==> src/rtl/ram_line_ctrl.sv <==
// Single-line buffered controller in front of an 8-word wrapping-burst RAM.
// Optional CRITICAL_WORD_FIRST_EN acks a read miss as soon as the critical word arrives.
module ram_line_ctrl #(
    parameter int AW = 22,
    parameter int DW = 32
) (
    input  logic          clk,
    input  logic          rst,
    input  logic          stb,
    input  logic          we,
    input  logic [AW-1:0] addr,
    input  logic [DW-1:0] data_in,
    output logic [DW-1:0] data_out,
    output logic          ack,
    output logic          ram_stb,
    output logic          ram_we,
    output logic [AW-1:0] ram_addr,
    output logic [DW-1:0] ram_dout,
    input  logic [DW-1:0] ram_din,
    input  logic          ram_ack
);

    typedef enum logic [2:0] {IDLE, FILL, MERGE, WBACK, DONE} state_t;

    state_t        state_reg;
    logic [2:0]    beat_reg;
    logic          valid_reg;
    logic [AW-4:0] tag_reg;
    logic [DW-1:0] line_buf [0:7];

    logic [2:0]    word_idx;
    logic [2:0]    beat_idx;
    logic          hit;
    logic          buf_we;
    logic [2:0]    buf_widx;
    logic [DW-1:0] buf_wdata;

    assign word_idx = addr[2:0];
    assign beat_idx = word_idx + beat_reg;
    assign hit      = valid_reg && (tag_reg == addr[AW-1:3]);
    // Write-back beat data follows the beat counter so it is ready before each ram_ack.
    assign ram_dout = line_buf[beat_idx];

    always_comb begin
        buf_we    = 1'b0;
        buf_widx  = beat_idx;
        buf_wdata = ram_din;
        if (!rst) begin
            if (state_reg == FILL && ram_ack) begin
                buf_we = 1'b1;
            end else if (state_reg == MERGE) begin
                buf_we    = 1'b1;
                buf_widx  = word_idx;
                buf_wdata = data_in;
            end
        end
    end

    always_ff @(posedge clk) begin
        if (buf_we) begin
            line_buf[buf_widx] <= buf_wdata;
        end
    end

    always_ff @(posedge clk) begin
        if (rst) begin
            state_reg <= IDLE;
            beat_reg  <= 3'd0;
            valid_reg <= 1'b0;
            tag_reg   <= '0;
            ack       <= 1'b0;
            ram_stb   <= 1'b0;
            ram_we    <= 1'b0;
            ram_addr  <= '0;
            data_out  <= '0;
        end else begin
            ack <= 1'b0;
            case (state_reg)
                IDLE: begin
                    if (stb) begin
                        if (hit && !we) begin
                            data_out  <= line_buf[word_idx];
                            ack       <= 1'b1;
                            state_reg <= DONE;
                        end else if (hit) begin
                            state_reg <= MERGE;
                        end else begin
                            state_reg <= FILL;
                            ram_stb   <= 1'b1;
                            ram_we    <= 1'b0;
                            ram_addr  <= addr;
                            beat_reg  <= 3'd0;
                        end
                    end
                end
                FILL: begin
                    if (ram_ack) begin
                        ram_stb  <= 1'b0;
                        beat_reg <= beat_reg + 3'd1;
`ifdef CRITICAL_WORD_FIRST_EN
                        if (!we && beat_reg == 3'd0) begin
                            data_out <= ram_din;
                            ack      <= 1'b1;
                        end
`endif
                        if (beat_reg == 3'd7) begin
                            valid_reg <= 1'b1;
                            tag_reg   <= addr[AW-1:3];
                            beat_reg  <= 3'd0;
                            if (we) begin
                                state_reg <= MERGE;
                            end else begin
`ifdef CRITICAL_WORD_FIRST_EN
                                state_reg <= IDLE;
`else
                                data_out  <= line_buf[word_idx];
                                ack       <= 1'b1;
                                state_reg <= DONE;
`endif
                            end
                        end
                    end
                end
                MERGE: begin
                    state_reg <= WBACK;
                    ram_stb   <= 1'b1;
                    ram_we    <= 1'b1;
                    ram_addr  <= addr;
                    beat_reg  <= 3'd0;
                end
                WBACK: begin
                    if (ram_ack) begin
                        ram_stb  <= 1'b0;
                        beat_reg <= beat_reg + 3'd1;
                        if (beat_reg == 3'd7) begin
                            beat_reg  <= 3'd0;
                            ram_we    <= 1'b0;
                            ack       <= 1'b1;
                            state_reg <= DONE;
                        end
                    end
                end
                DONE: begin
                    state_reg <= IDLE;
                end
                default: begin
                    state_reg <= IDLE;
                end
            endcase
        end
    end

endmodule

==> config.mk <==
export PLATFORM = sky130hd
export DESIGN_NAME = ram_line_ctrl
export DESIGN_NICKNAME = d
export VERILOG_FILES = /design/src/rtl/ram_line_ctrl.sv
export SDC_FILE = /design/constraint.sdc
export NUM_CORES = 1
export LEC_CHECK = 0
export CAP_MARGIN = 20
export CORE_ASPECT_RATIO = 0.6
export CORE_MARGIN = 3
export CORE_UTILIZATION = 56
export DETAILED_ROUTE_END_ITERATION = 10
export PLACE_DENSITY_LB_ADDON = 0.25
export SETUP_SLACK_MARGIN = 0.05
export SYNTH_ARGS = -nofsm -noshare
export SYNTH_HDL_FRONTEND = slang
export SYNTH_SLANG_ARGS = --single-unit
export TNS_END_PERCENT = 5
==> constraint.sdc <==
create_clock -name clk -period 6.2 [get_ports clk]
set_input_delay 0.62 -clock clk [delete_from_list [all_inputs] [get_ports clk]]
set_output_delay 0.62 -clock clk [all_outputs]
set_load 0.01 [all_outputs]
# Word level (Yosys, flattened, before mapping)
# Memory sizes are Yosys's and may differ from the RTL's.
# Cells that the tools add are included.
[word_totals] regBits=83 mem_bits_rw=256 in_bits=91 out_inout_bits=89 word_cells=98 mem_count=1
[memory_table] name="line_buf" words=8 width=32 rd=2 rd_ports_with_merged_regs=0 wr=1 line_no="29" source="logic [DW-1:0] line_buf [0:7];"
[classes] add_sub_neg=2 eq_ne=15 mux=55 reduce_logical=16
[ops] operator="$mux W32" count=8
[ops] operator="$mux W22" count=3
[ops] operator="$pmux W32 S2" count=1
[ops] operator="$mux W3" count=15
[ops] operator="$pmux W22 S2" count=1
[ops] operator="$mux W1" count=21
[ops] operator="$eq A19 B19 Y1" count=1
[ops] operator="$ne A2 B2 Y1 const B" count=8
[ops] operator="$pmux W3 S4" count=1
[ops] operator="$reduce_and A6 Y1" count=2
[ops] operator="$reduce_and A5 Y1" count=2
[ops] operator="$pmux W1 S3" count=3
[ops] operator="$pmux W3 S3" count=1
[ops] operator="$eq A3 B2 Y1 const B" count=2
[ops] operator="$reduce_bool A3 Y1" count=2
[ops] operator="$ne A2 B1 Y1 const B" count=2
[ops] operator="$reduce_and A4 Y1" count=1
[ops] operator="$reduce_bool A2 Y1" count=2
[ops] operator="$add A3 B1 Y3 const B" count=1
[ops] operator="$add A3 B3 Y3" count=1
[ops] operator="$eq A3 B1 Y1 const B" count=1
[ops] operator="$eq A3 B3 Y1 const B" count=1
[ops] operator="$logic_and A1 B1 Y1" count=3
[ops] operator="$logic_not A3 Y1" count=1
[ops] operator="other kinds (4)" count=4

# Depth between registers and ports, before layout
[depth] ltp_word=6 mapped_depth=11

# Worst setup path after synthesis
# Ideal clock, no wire load.
[synth_timing] kind="input-to-reg" start="in addr[1]" end="mem line_buf[6][0] (enable)" setup_time_ps=421 t_arrival_ps=4089 t_required_ps=5779 setup_slack_ps=1690 cell_stages=11 path_buffers=4 cell_sequence="buf_2 > buf_1 > inv_1 > fa_1 > xor2_2 > xnor2_1 > buf_4 > buf_6 > nor3b_1 > o21ai_1 > nor2_1"
[synth_via] elab_chain_len=4
[synth_rtl] element="from (decl)" line_no="11" source="input logic [AW-1:0] addr,"
[synth_rtl] element="$add A3 B3 Y3" line_no="39" source="assign beat_idx = word_idx + beat_reg;"
[synth_rtl] element="$mux W3" line_no="51" source="end else if (state_reg == MERGE) begin"
[synth_rtl] element="$mux W3" line_no="49" source="if (state_reg == FILL && ram_ack) begin"
[synth_rtl] element="$mux W3 *" line_no="48" source="if (!rst) begin"
[synth_rtl] element="to (decl)" line_no="29"
# Every way passes the cells marked *; elsewhere a longest branch is shown, timed or not.

# Worst setup path after layout
[layout_timing] start="in addr[1]" end="out ram_dout[8]"
[layout_via] elab_chain_len=2
[layout_rtl] element="$add A3 B3 Y3" line_no="39"
[layout_rtl] element="$mem_v2 Z8 W32"
[layout_rtl] element="to (decl)" line_no="18" source="output logic [DW-1:0] ram_dout,"
# No other way between the ends.

==> flow_metrics.env <==
export IMPL_via_per_inst=6.30
export IMPL_die_w_um=226
export IMPL_synth_seq_cells=339
export IMPL_status="completed"
export IMPL_cp_top_family="buffers and inverters"
export IMPL_drv_slew=0
export IMPL_syn_avg_cell_area_um2=15.0
export IMPL_comb_power_share_pct=13.4
export IMPL_async_flop_share_pct=0
export IMPL_max_stage_delay_ns=0.68
export IMPL_p_seq_share_pct=49.6
export IMPL_synth_edf_count=256
export IMPL_max_freq_mhz=209
export IMPL_synth_cell_types=54
export IMPL_clkLatencyLatePin_ns=0.58
export IMPL_largest_reg_flops=256
export IMPL_clkPwrFrac_pct=37.0
export IMPL_dpl_hpwl_um=25300
export IMPL_die_y_um=138
export IMPL_core_area_um2=28100
export IMPL_grt_pass1_wl_um=61400
export IMPL_worstSetupPathType="in2out"
export IMPL_drcViolationCount=0
export IMPL_fin_util_pct=69.2
export IMPL_ys_flop_type="edfxtp_1"
export IMPL_wire_per_inst_um=24.5
export IMPL_first_global_vias=10100
export IMPL_cts_tree="done"
export IMPL_drt_pass1_iterations=5
export IMPL_yosys_warnings=0
export IMPL_yosys_area_top_type_share_pct=47.2
export IMPL_grt_max_degree=73
export IMPL_yosys_area_top_type="edfxtp_1"
export IMPL_cp_end_kind="primary output"
export IMPL_p_leak_nw=6.78
export IMPL_finalCritPeriodShare_pct=77.0
export IMPL_top_register="line_buf"
export IMPL_sw_frac_of_total_pct=23.4
export IMPL_post_cts_buffers=0
export IMPL_fin_crit_ns=4.78
export IMPL_fillers=1911
export IMPL_fin_nets=1337
export IMPL_skew_ns=0.0298
export IMPL_tightest_slew_ns=1.08
export IMPL_cp_max_fo=37
export IMPL_critical_path_depth=9
export IMPL_power_density_nw_per_um2=260
export IMPL_rr_worst_depth=8
export IMPL_rows=47
export IMPL_initial_core_util_pct=57.9
export IMPL_worstPathRequired_ns=5.58
export IMPL_numCtsBuffers=31
export IMPL_ios=180
export IMPL_crit_slowest_cell="xnor2_2"
export IMPL_internal_power_mw=3.87
export IMPL_cts_root_buffer="clkbuf_16"
export IMPL_crit_chain="buf_4 -> inv_1 -> fa_2 -> xor2_2 -> xnor2_2 -> buf_4 -> mux4_2 -> mux2_2 -> clkdlybuf4s50_1"
export IMPL_grt_overflow=0
export IMPL_hold_path_depth=2
export IMPL_critPathBufInv=4
export IMPL_synthCells=1084
export IMPL_power_total_mw=5.05
export IMPL_dieArea_um2=31200
export IMPL_groute_usage_overall_pct=25.7
export IMPL_cts_htree_levels=1
export IMPL_critical_path_arrival_ns=4.16
export IMPL_final_antenna_net_count=0
export IMPL_hold_viol=0
export IMPL_ys_seq_area_share_pct=57.4
export IMPL_final_cells=1633
export IMPL_ir_drop_v=0.000227
export IMPL_dr_total_vias=10300
export IMPL_gp_congestion=0.835
export IMPL_synth_area_top_cells="edfxtp_1 (47%), mux4_2 (14%), dfxtp_1 (10%)"
export IMPL_rsz0062_at_grt="no"
export IMPL_syn_area_um2=16300
export IMPL_cpMostUsedCell="buf_4"
export IMPL_area_delta_synth_final_pct=19.4
export IMPL_cts_buffer_depth=3
export IMPL_cp_start_kind="primary input"
export IMPL_io_buffers=179
export IMPL_dp_cells=1575
export IMPL_diodes=0
export IMPL_drive_above_1_share_pct=21.1
export IMPL_antenna_found_initial=0
export IMPL_min_path_type="reg2reg"
export IMPL_syn_num_nets=1179
export IMPL_tns_ns=0
export IMPL_path_clk_slew_ns=0.07
export IMPL_relSlewSlack_pct=27.9
export IMPL_setup_viol=0
export IMPL_switching_power_mw=1.18
export IMPL_post_cts_resized=0
export IMPL_cts_sinks=339
export IMPL_maxCapViolCount=0
export IMPL_drt_iter0_markers=1058
export IMPL_cts_hold_buf=0
export IMPL_top_regs="line_buf x256, data_out x32, ram_addr x22"
export IMPL_drt_total_wl_um=40100
[kinds of logic (layout without fill, tap and decap cells)]
family	Yosys count	in the layout	share of synthesized area [%]
xor gates and xnor gates	21	21	1.18
buffers and inverters	106	288	3.10
DFF	339	339	57.4
AOI/OAI and AO/OA	82	82	3.83
and+or+nand+nor	296	296	8.77
adders and majority gates	4	4	0.353
muxes	236	236	25.4
[per-layer routing]
layer	track usage [%]	up-vias	share of wire, %
li1	-	4530	-
met1	40.5	5231	44
met2	38.7	481	46
met3	4.66	41	8.5
met4	3.65	0	1.3
met5	0	-	0
[synthesized netlist by cell type (3+ instances only)]
master    number
edfxtp_1     256
nand2_1      119
mux4_2       104
dfxtp_1       83
nor2b_1       76
nor2_1        62
mux2_2        57
mux2i_1       44
clkbuf_1      33
buf_2         28
mux4_1        24
a32oi_1       22
inv_1         22
o41ai_1       20
a21oi_1       12
xor2_1        12
buf_1         11
buf_6          8
xnor2_1        8
mux2_1         7
o21ai_0        7
nor3_1         6
and3_1         5
nand3_1        5
o22ai_1        5
nor3b_1        4
buf_4          3
ha_1           3
nor4_1         3
[final cells by class]
| type | count | area (um^2) | share of cell area, % |
|---|---|---|---|
| inverter | 23 | 86.3 | 0.444 |
| tap | 367 | 459 | 2.36 |
| sequential | 339 | 9350 | 48.1 |
| timing repair buffer | 208 | 2020 | 10.4 |
| clock buffer | 40 | 840 | 4.32 |
| multi-input combinational | 639 | 6540 | 33.6 |
| clock inverter | 17 | 148 | 0.759 |
[layout by cell type (no fill, tap or decap), drive strengths merged, types with 3 or more instances in the layout]
master         instances
edfxtp               256
clkdlybuf4s50        176
mux4                 128
nand2                119
dfxtp                 83
nor2b                 76
mux2                  64
nor2                  62
mux2i                 44
clkbuf                40
buf                   32
inv                   25
a32oi                 22
o41ai                 20
a21oi                 13
xor2                  13
clkinv                10
o21ai                  9
xnor2                  8
nor3                   6
nor4                   6
and3                   5
nand3                  5
o22ai                  5
nor3b                  4
ha                     3
clkinvlp               3
[tightest hold or removal path, cell delays in order (launching register included)]
cell	delay, ns
dfxtp_1	0.33
nor2_1	0.05
nor2_1	0.07
[through the flow]
step / instance area, um^2 / setup slack [ns] / hold slack [ns]
after floorplan: 16300 / 1.69 / 0.440
after global placement: 18400 / 1.50 / 0.449
after detailed placement: 18400 / 1.44 / 0.461
after CTS: 19400 / 1.41 / 0.477
after global routing: 19400 / 1.26 / 0.531
final: 19400 / 1.42 / 0.480
[power by group through the flow]
stage / Clock (mW) / Combinational (mW) / Sequential, mW
final: 1.87 / 0.678 / 2.51
after global placement: 0 / 0.665 / 2.55
after detailed placement: 0 / 0.677 / 2.55
after global routing: 1.98 / 0.724 / 2.51
after CTS: 1.89 / 0.681 / 2.50
after floorplan: 0 / 0.401 / 2.55
[path summary, 6_finish.rpt]
| path | endpoint | slack [ns] | from |
|---|---|---|---|
| min | valid_reg | 0.48 | valid_reg |
| max reg2reg | line_buf[4][0] | 2.50 | beat_reg[0] |
| max | ram_dout[8] | 1.42 | addr[1] |
| min reg2reg | valid_reg | 0.48 | valid_reg |
(Power assumes the default switching activity.)
